$ cat src/rtl/palindrome_pkg.sv
// Shared state encoding and mode constants for the palindrome checker.
package palindrome_pkg;

  typedef enum logic [2:0] {
    IDLE    = 3'd0,
    FIND    = 3'd1,
    COMPARE = 3'd2,
    DONE    = 3'd3
  } state_t;

  localparam logic MODE_FULL = 1'b0;
  localparam logic MODE_SIG  = 1'b1;

endpackage

$ cat src/rtl/palindrome_checker_param_digit_sel.sv
// Combinational digit mux: picks digit `index_i` out of a WIDTH-bit word.
module palindrome_digit_sel #(
  parameter int WIDTH      = 32,
  parameter int DIGIT_BITS = 1,
  localparam int ND        = WIDTH / DIGIT_BITS,
  localparam int IW        = (ND > 1) ? $clog2(ND) : 1
) (
  input  logic [WIDTH-1:0]      word_i,
  input  logic [IW-1:0]         index_i,
  output logic [DIGIT_BITS-1:0] digit_o
);

  always_comb begin
    digit_o = '0;
    for (int k = 0; k < ND; k++) begin
      if (index_i == k[IW-1:0]) digit_o = word_i[k*DIGIT_BITS +: DIGIT_BITS];
    end
  end

endmodule

$ cat src/rtl/palindrome_checker_param.sv
// Multi-cycle digit-string palindrome checker (full-width or significant digits).
// Optional macro PALINDROME_ABORT_EN: dropping go_i during FIND/COMPARE aborts to IDLE.
module palindrome_checker_param
  import palindrome_pkg::*;
#(
  parameter int WIDTH      = 32,
  parameter int DIGIT_BITS = 1
) (
  input  logic             clk,
  input  logic             reset,
  input  logic             go_i,
  input  logic             mode_i,
  input  logic [WIDTH-1:0] number_i,
  output logic             busy_o,
  output logic             done_o,
  output logic             result_o,
  output logic [2:0]       state_o
);

  localparam int ND = WIDTH / DIGIT_BITS;
  localparam int IW = (ND > 1) ? $clog2(ND) : 1;

  state_t                state_q, state_d;
  logic [WIDTH-1:0]      num_q, num_d;
  logic [IW-1:0]         lo_q, lo_d;
  logic [IW-1:0]         hi_q, hi_d;
  logic                  result_q, result_d;
  logic [DIGIT_BITS-1:0] dig_lo, dig_hi;

  palindrome_digit_sel #(.WIDTH(WIDTH), .DIGIT_BITS(DIGIT_BITS)) u_sel_lo (
    .word_i  (num_q),
    .index_i (lo_q),
    .digit_o (dig_lo)
  );

  palindrome_digit_sel #(.WIDTH(WIDTH), .DIGIT_BITS(DIGIT_BITS)) u_sel_hi (
    .word_i  (num_q),
    .index_i (hi_q),
    .digit_o (dig_hi)
  );

  always_ff @(posedge clk or posedge reset) begin
    if (reset) begin
      state_q  <= IDLE;
      num_q    <= '0;
      lo_q     <= '0;
      hi_q     <= '0;
      result_q <= 1'b0;
    end else begin
      state_q  <= state_d;
      num_q    <= num_d;
      lo_q     <= lo_d;
      hi_q     <= hi_d;
      result_q <= result_d;
    end
  end

  always_comb begin
    state_d  = state_q;
    num_d    = num_q;
    lo_d     = lo_q;
    hi_d     = hi_q;
    result_d = result_q;
    case (state_q)
      IDLE: begin
        result_d = 1'b0;
        if (go_i) begin
          num_d   = number_i;
          lo_d    = '0;
          hi_d    = IW'(ND - 1);
          state_d = (mode_i == MODE_SIG) ? FIND : COMPARE;
        end
      end
      FIND: begin
        // Walk hi down past leading zero digits; hi == 0 stops on an all-zero word.
        if (dig_hi != '0 || hi_q == '0) state_d = COMPARE;
        else                            hi_d    = hi_q - 1'b1;
`ifdef PALINDROME_ABORT_EN
        if (!go_i) state_d = IDLE;
`endif
      end
      COMPARE: begin
        // Pointer-crossing test precedes any update, so lo/hi never wrap.
        if (lo_q >= hi_q) begin
          state_d  = DONE;
          result_d = 1'b1;
        end else if (dig_lo != dig_hi) begin
          state_d  = DONE;
          result_d = 1'b0;
        end else begin
          lo_d = lo_q + 1'b1;
          hi_d = hi_q - 1'b1;
        end
`ifdef PALINDROME_ABORT_EN
        if (!go_i) begin
          state_d  = IDLE;
          result_d = 1'b0;
        end
`endif
      end
      DONE: begin
        if (!go_i) begin
          state_d  = IDLE;
          result_d = 1'b0;
        end
      end
      default: begin
        state_d  = IDLE;
        result_d = 1'b0;
      end
    endcase
  end

  assign busy_o   = (state_q == FIND) || (state_q == COMPARE);
  assign done_o   = (state_q == DONE);
  assign result_o = result_q;
  assign state_o  = state_q;

endmodule

$ cat config.mk
export PLATFORM = sky130hd
export DESIGN_NAME = palindrome_checker_param
export DESIGN_NICKNAME = d
export VERILOG_FILES = /design/src/rtl/palindrome_pkg.sv /design/src/rtl/palindrome_checker_param_digit_sel.sv /design/src/rtl/palindrome_checker_param.sv
export SDC_FILE = /design/constraint.sdc
export NUM_CORES = 1
export LEC_CHECK = 0
export ABC_AREA = 0
export BUFFER_PORTS_ARGS = -buffer_cell sky130_fd_sc_hd__buf_2
export CAP_MARGIN = 20
export CORE_MARGIN = 4
export CORE_UTILIZATION = 55
export CTS_BUF_LIST = sky130_fd_sc_hd__clkbuf_8
export CTS_CLUSTER_DIAMETER = 120
export DETAILED_ROUTE_END_ITERATION = 10
export PLACE_DENSITY_LB_ADDON = 0.05
export SYNTH_ARGS = -nofsm -noshare
export SYNTH_HDL_FRONTEND = slang
export SYNTH_HIERARCHICAL = 1
export SYNTH_SLANG_ARGS = --single-unit
$ cat constraint.sdc
create_clock -name clk -period 2.79 [get_ports clk]
set_input_delay 0.1395 -clock clk [delete_from_list [all_inputs] [get_ports clk]]
set_output_delay 0.1395 -clock clk [all_outputs]
set_load 0.05 [all_outputs]
---- Word-level counts from Yosys, hierarchy flattened ----
Cells that the tools add are included.
storage, ports and cells
  bits of input ports ..................... 36
  output and inout port bits .............. 6
  flip-flop bits (word level) ............. 46
  logic and storage cells ................. 178
cells by class
  $add $sub $neg .......................... 2
  reduce and logical (&&, ||, !) cells .... 12
  mux-type cells .......................... 84
  eq/ne operators ......................... 73
  order comparisons ....................... 1
  bitwise gates (word level) .............. 1
operators by type and width
  operator                                             count
  equality test 5 bit, second input constant           32
  equality test 5 x 4 -> 1 bit, second input constant  16
  2-to-1 mux 1 bit                                     67
  equality test 5 x 3 -> 1 bit, second input constant  8
  2-to-1 mux 5 bit                                     7
  equality test 5 x 2 -> 1 bit, second input constant  4
  2-to-1 mux 3 bit                                     5
  one-hot mux 5 bit (3 select lines)                   1
  != test 2 bit, second input constant                 6
  one-hot mux 3 bit (4 select lines)                   1
  equality test 5 x 1 -> 1 bit, second input constant  2
  logical NOT 5 bit                                    2
  one-hot mux 5 bit (2 select lines)                   1
  AND reduction 4 bit                                  2
  equality test 3 x 2 -> 1 bit, second input constant  2
  adder 5 x 1 -> 5 bit, second input constant          1
  greater-or-equal comparator 5 bit                    1
  AND reduction 5 bit                                  1
  subtractor 5 x 1 -> 5 bit, second input constant     1
  equality test 3 x 1 -> 1 bit, second input constant  1
  logical NOT 3 bit                                    1
  != test 3 bit, second input constant                 1
  one-hot mux 1 bit (3 select lines)                   1
  AND reduction 3 bit                                  1
  7 further kinds                                      8

---- Longest topological paths before layout ----
  depth after elaboration ................. 37
  depth in mapped cells ................... 14
  gate-level depth less buffers ........... 11

---- Modules after synthesis ----
The synthesis kept the hierarchy.
modules (own cells, without submodules)
  module                    times used  area an instance (µm²)  seq. area each (µm²)  cells an instance
  palindrome_checker_param  1           2240.9                  1126.1                175
  palindrome_digit_sel      2           650.6                   0.0                   86

---- Least setup slack after synthesis ----
Ideal clock, no wire load.
  path type ............................... reg-to-reg
  from .................................... reg hi_q[0]
  to ...................................... reg state_q[1] (netlist: state_o[1])
  setup time .............................. 0.128 ns
  clock period less this slack ............ 2.789 ns
  data arrival time ....................... 2.661 ns
  required time ........................... 2.662 ns
  setup slack ............................. 0.001 ns
  path buffers ............................ 1
  stages on the path, launching flop included .. 13
  cell sequence ........................... dfrtp_1 buf_4 mux2i_1 o32ai_2 a221oi_2 nand3_1 o21ai_2 o211ai_2 xnor2_2 nand2_1 a311o_2 and2_1 mux2_1
on the way
  word-level cells in the longest chain between the ends .. 36
  elaborated cells on any way between the ends .. 72
  classes of those cells .................. order compare (1); eq/ne (34); mux (34); reduce/logical (3)
ends and longest elaborated chain
  what                                                             RTL line                                                        text
  start, declared                                                  palindrome_checker_param.sv:26                                  logic [IW-1:0] hi_q, hi_d;
  start signal, assigned                                           palindrome_checker_param.sv:53                                  hi_q <= hi_d;
  logical NOT 5 bit                                                palindrome_checker_param_digit_sel.sv:16                        if (index_i == k[IW-1:0]) digit_o = word_i[k*DIGIT_BITS +: DIGIT_BITS];
  2-to-1 mux 1 bit (31 in series)                                  palindrome_checker_param_digit_sel.sv:16
  2-to-1 mux 1 bit (*)                                             palindrome_checker_param_digit_sel.sv:16
  net dig_hi                                                       palindrome_checker_param.sv:28                                  logic [DIGIT_BITS-1:0] dig_lo, dig_hi;
  != test 1 bit / logical OR 1 bit (equally long branches)         palindrome_checker_param.sv:87, palindrome_checker_param.sv:76
  != test 3 bit (no line) / != test 2 bit (equally long branches)  --
  AND reduction 4 bit (no line) (*)                                --
  end signal, assigned                                             palindrome_checker_param.sv:50                                  state_q <= state_d;
  end, declared                                                    palindrome_checker_param.sv:23                                  state_t state_q, state_d;
The timed path passes the listed nets; every way through them passes the cells marked *.
A chain may end at the register's enable or synchronous reset.

---- Final worst setup path ----
  from .................................... reg lo_q[2]
  to ...................................... reg lo_q[3]
on the way
  word-level cells in the longest chain between the ends .. 36
  elaborated cells on any way between the ends .. 73
  classes of those cells .................. add/sub (1); order compare (1); eq/ne (34); mux (35); reduce/logical (2)
ends and longest elaborated chain
  what                               RTL line                                  text
  start, declared                    palindrome_checker_param.sv:25            logic [IW-1:0] lo_q, lo_d;
  start signal, assigned             palindrome_checker_param.sv:52            lo_q <= lo_d;
  logical NOT 5 bit                  palindrome_checker_param_digit_sel.sv:16
  2-to-1 mux 1 bit (31 in series)    palindrome_checker_param_digit_sel.sv:16
  2-to-1 mux 1 bit (*)               palindrome_checker_param_digit_sel.sv:16
  net dig_lo                         palindrome_checker_param.sv:28
  != test 1 bit (*)                  palindrome_checker_param.sv:87            end else if (dig_lo != dig_hi) begin
  != test 2 bit (no line) (*)        --
  AND reduction 4 bit (no line) (*)  --
The timed path passes the listed nets; every way through them passes the cells marked *. The select of a mux whose other input is x is not followed.

==> impl_summary.md <==
Run status
The run finished, with violations left. The checks that failed: setup timing.

Synth
The library cell with the largest summed area after synthesis is sky130_fd_sc_hd__dfrtp_1. The count of flip-flops with a built-in enable after synthesis is 0. The cell area that synthesis handed to floorplanning was 0.00354 sq mm. The area share of the leading cell type in the synthesized netlist is 0.318.

The average instance in the mapped netlist occupies 10.2 sq um. The flip-flop and latch count after synthesis is 45. In the post-synthesis netlist, the biggest area contributors are sky130_fd_sc_hd__dfrtp_1, sky130_fd_sc_hd__mux2_2, sky130_fd_sc_hd__ha_1, sky130_fd_sc_hd__mux2i_1, sky130_fd_sc_hd__buf_6. The Yosys step of the flow raised 6 warnings. Counting every net in the synthesized netlist gives 395. For this run, the leading register cell type out of synthesis is sky130_fd_sc_hd__dfrtp_1. The post-synthesis async set-or-reset flop share is 1.00. Synthesis handed over a netlist of 347 instances. The number of different library cells used by synthesis comes to 77. The fraction of the yosys area taken by sequential cells is 0.318.

STA
The fmax is 0.340 GHz. Setup violations remaining at the end of the flow were counted as 10. The final critical-path required period is 2.94 ns.

The number of failing hold endpoints at the final stage came to 0. Across all setup checks in the final design, the least slack found is -0.153 ns. The max-slew violation total from the final report was 0. The worst clock skew is 0.00513 ns. The worst hold slack across all endpoints is 0.0431 ns. Setup repair after global routing could not meet its margin everywhere. The part of the cycle the worst path needs is 1.05. Headroom to the max-slew limit came out at 0.369. At the pin with the least slew margin, the transition time is 0.944 ns.

Global route
The met1 usage in global routing is 0.352. The global-route usage over all layers is 0.248. The via count of the first global-routing pass is 3021. For met2 alone, demand over resource in global routing was 0.394. The aggregate global routing overflow is 0. The wire length of the first global-routing pass is 14.9 mm.

The largest net degree at the start of global routing is 46. The met3 track utilization from global routing is 0.0382. The global routing's busiest layer is met2. The initial antenna violation count was 0.

Min path
The min-delay analysis places its worst path in the category in2async.

Route
In the routed design, unresolved DRC markers number 0. The detail-routed net length per standard cell is 18.6 microns. The total number of vias is 3206. The count of nets left with antenna violations after detail routing is 0.

The detail-routed via count per cell is 6.14. The final wirelength is 9.69 mm. The number of iterations in the first detailed-routing pass is 5. The violation count after the first detailed-route iteration is 172.

Critical path
The highest fanout seen on the critical path is 5. Data on the critical path is required at its endpoint by 2.98 ns. In this run the critical register-to-register path is launched from lo_q[2]. The worst setup path is of the reg2reg kind. The capturing point of the worst reg2reg path is lo_q[3]. Counting cells, the worst reg-to-reg path comes to 12. The register-to-register setup slack is -0.15 ns. The worst setup path is captured at a flop. The signal arrival time at the worst endpoint is 3.13 ns. The startpoint type of the worst setup path is a flop.

Clock network
The clock root buffer is sky130_fd_sc_hd__clkbuf_8. The post-CTS clock slew at the launch and capture registers of the worst setup and hold paths is 0.08 ns. The number of buffers inserted during clock tree synthesis is 5.

TritonCTS built the clock tree. Counting every sink on the clock net gives 45. For the worst-skew pair, the clock arrives at the later sink with an insertion delay of 0.30 ns. The maximum number of buffers from clock root to sink is 2. The H-tree was split into 2 levels.

Placed design
The post-place instance area is 0.00403 sq mm. At the end of routability-driven placement, the weighted congestion stood at 0.915. In this run the tool buffered the top-level ports with 40 buffer cells. The half-perimeter wire length after detailed placement is 6.37 mm.

The placed instance count is 488.

Cells and area
From synthesis to final layout, the design area changed by 28.1%. The post-layout utilization of the core is 0.744. In the final layout, the share of cells above drive strength 1 is 0.497. The post-layout instance count excluding filler cells is 522. The number of inserted diodes is 0. The layout has 446 filler cells. The count of nets after finishing is 494. The cell area after layout is 0.00454 sq mm.

Power and ir drop
For this design the static power due to leakage is 2.10 nW. After layout, the design draws a total of 5.30 mW. Power spread over the standard cell area amounts to 1170 mW/mm^2. The maximum vdd ir drop is 0.00107 V.

Floorplan
The area of the die is 0.00779 sq mm. The horizontal extent of the die is 88.3 microns. In this run the vertical extent of the chip is 88.3 microns. The initial core utilization is 0.581. The area of the placeable core is 0.00610 sq mm.

In this run the count of I/O pins placed on the die edge is 42. The floorplan has 28 rows.

Flow run
The tool flagged a number of max-cap violations equal to 0.
==> worst max-delay path: stages, from the launching register on <==
cell,delay [ns]
sky130_fd_sc_hd__dfrtp_2,0.44
sky130_fd_sc_hd__buf_4,0.15
sky130_fd_sc_hd__nor2b_2,0.15
sky130_fd_sc_hd__a21o_1,0.17
sky130_fd_sc_hd__a221o_1,0.29
sky130_fd_sc_hd__a32o_1,0.23
sky130_fd_sc_hd__o21ai_2,0.13
sky130_fd_sc_hd__o211ai_2,0.15
sky130_fd_sc_hd__xnor2_4,0.23
sky130_fd_sc_hd__mux2i_2,0.11
sky130_fd_sc_hd__a211oi_2,0.29
sky130_fd_sc_hd__nand4_1,0.16
sky130_fd_sc_hd__mux2_4,0.32
==> per-stage QoR <==
stage,setup slack [ns],setup TNS (ns)
floorplan,0.00131,0
global placement,-0.282,-2.15
detailed placement,-0.321,-2.61
CTS,-0.121,-0.573
global route,-0.304,-2.59
finish,-0.153,-1.11
==> layout make-up <==
class / instances / area (sq um) / share of cell area
Clock buffer: 6 / 82.6 / 0.0182
Clock inverter: 2 / 33.8 / 0.00745
Inverter: 19 / 71.3 / 0.0157
Multi-Input combinational cell: 260 / 2330 / 0.515
Sequential cell: 45 / 1140 / 0.250
Tap cell: 75 / 93.8 / 0.0207
Timing Repair Buffer: 115 / 785 / 0.173
==> registers in the layout (all words and copies together), names as in the netlist <==
| register | count |
|---|---|
| hi_q | 5 |
| state_o | 2 |
| result_o | 1 |
| num_q | 32 |
| lo_q | 5 |
==> cells by family after synthesis <==
logic type               Yosys count  share of synthesized area
XOR/XNOR                           1                    0.00459
other                              1                    0.00106
buffers and inverters             42                     0.0685
adder cells (fa/ha/maj)           12                     0.0424
multiplexers                      51                      0.165
flip-flops                        45                      0.318
AO/OA/AOI/OAI                     88                      0.211
AND/OR/NAND/NOR                  107                      0.190
==> power breakdown <==
group	leakage (nW)	switching, mW	internal [mW]	total (mW)
clock	0.0626	0.226	0.289	0.514
combinational	1.51	1.64	1.79	3.44
sequential	0.523	0.391	0.957	1.35
==> cells in the final DEF (no fill, tap or decap), drive strengths merged, types with 7 or more instances in the layout <==
master | synthesis | routed
or3b | 8 | 8
and2b | 7 | 7
nor3 | 7 | 7
ha | 12 | 12
nor2b | 10 | 10
buf | 19 | 115
mux2 | 40 | 40
o21ai | 18 | 18
inv | 19 | 20
mux2i | 9 | 9
nand2 | 18 | 18
a21oi | 11 | 11
dfrtp | 45 | 45
nor2 | 20 | 20
a221oi | 7 | 7
==> cell usage after synthesis, types with 3 or more instances <==
library cell and instances:
sky130_fd_sc_hd__nor3_1 6, sky130_fd_sc_hd__nor2b_1 8, sky130_fd_sc_hd__nand4_1 4, sky130_fd_sc_hd__mux2i_1 9
sky130_fd_sc_hd__nand3b_1 4, sky130_fd_sc_hd__a21o_1 3, sky130_fd_sc_hd__and3_1 3, sky130_fd_sc_hd__dfrtp_1 45
sky130_fd_sc_hd__buf_2 4, sky130_fd_sc_hd__inv_1 19, sky130_fd_sc_hd__a221oi_1 5, sky130_fd_sc_hd__buf_4 5
sky130_fd_sc_hd__nor2_1 20, sky130_fd_sc_hd__mux2_2 35, sky130_fd_sc_hd__clkbuf_1 3, sky130_fd_sc_hd__o21ai_0 11
sky130_fd_sc_hd__and2b_1 4, sky130_fd_sc_hd__nor4_1 4, sky130_fd_sc_hd__nor3b_2 4, sky130_fd_sc_hd__mux2_1 5
sky130_fd_sc_hd__or3b_1 6, sky130_fd_sc_hd__ha_1 12, sky130_fd_sc_hd__nand3_1 4, sky130_fd_sc_hd__a21oi_1 10
sky130_fd_sc_hd__a31oi_1 4, sky130_fd_sc_hd__a22o_1 3, sky130_fd_sc_hd__o21ai_1 4, sky130_fd_sc_hd__and2_1 4
sky130_fd_sc_hd__buf_6 8, sky130_fd_sc_hd__nand2_1 18, sky130_fd_sc_hd__o211ai_1 4
==> metal layers <==
| layer | vias to the layer above | share of wire |
|---|---|---|
| li1 | 1501 | - |
| met1 | 1586 | 0.45 |
| met2 | 110 | 0.48 |
| met3 | 9 | 0.057 |
| met4 | 0 | 0.012 |
| met5 | - | 0 |
==> how the worst max path moves through the flow <==
stage / start / end / depth (start not counted)
floorplan: hi_q[0] / state_o[1] / 12
global placement: hi_q[1] / lo_q[3] / 12
detailed placement: hi_q[0] / lo_q[3] / 12
CTS: hi_q[0] / state_o[1] / 12
global route: hi_q[1] / lo_q[4] / 12
finish: lo_q[2] / lo_q[3] / 12
==> repair_timing <==
| action | 4_1_cts | 5_1_grt |
|---|---|---|
| endpoints found under the setup margin | 13 | 13 |
| hold buffers | 0 | 0 |
| setup buffers | 20 | 7 |
| gates resized for setup | 27 | 22 |
| cloned | 0 | 0 |
| pin swaps | 14 | 17 |
| hold endpoints to repair | 0 | 0 |
No activity file was read; power rests on OpenSTA's default activity.
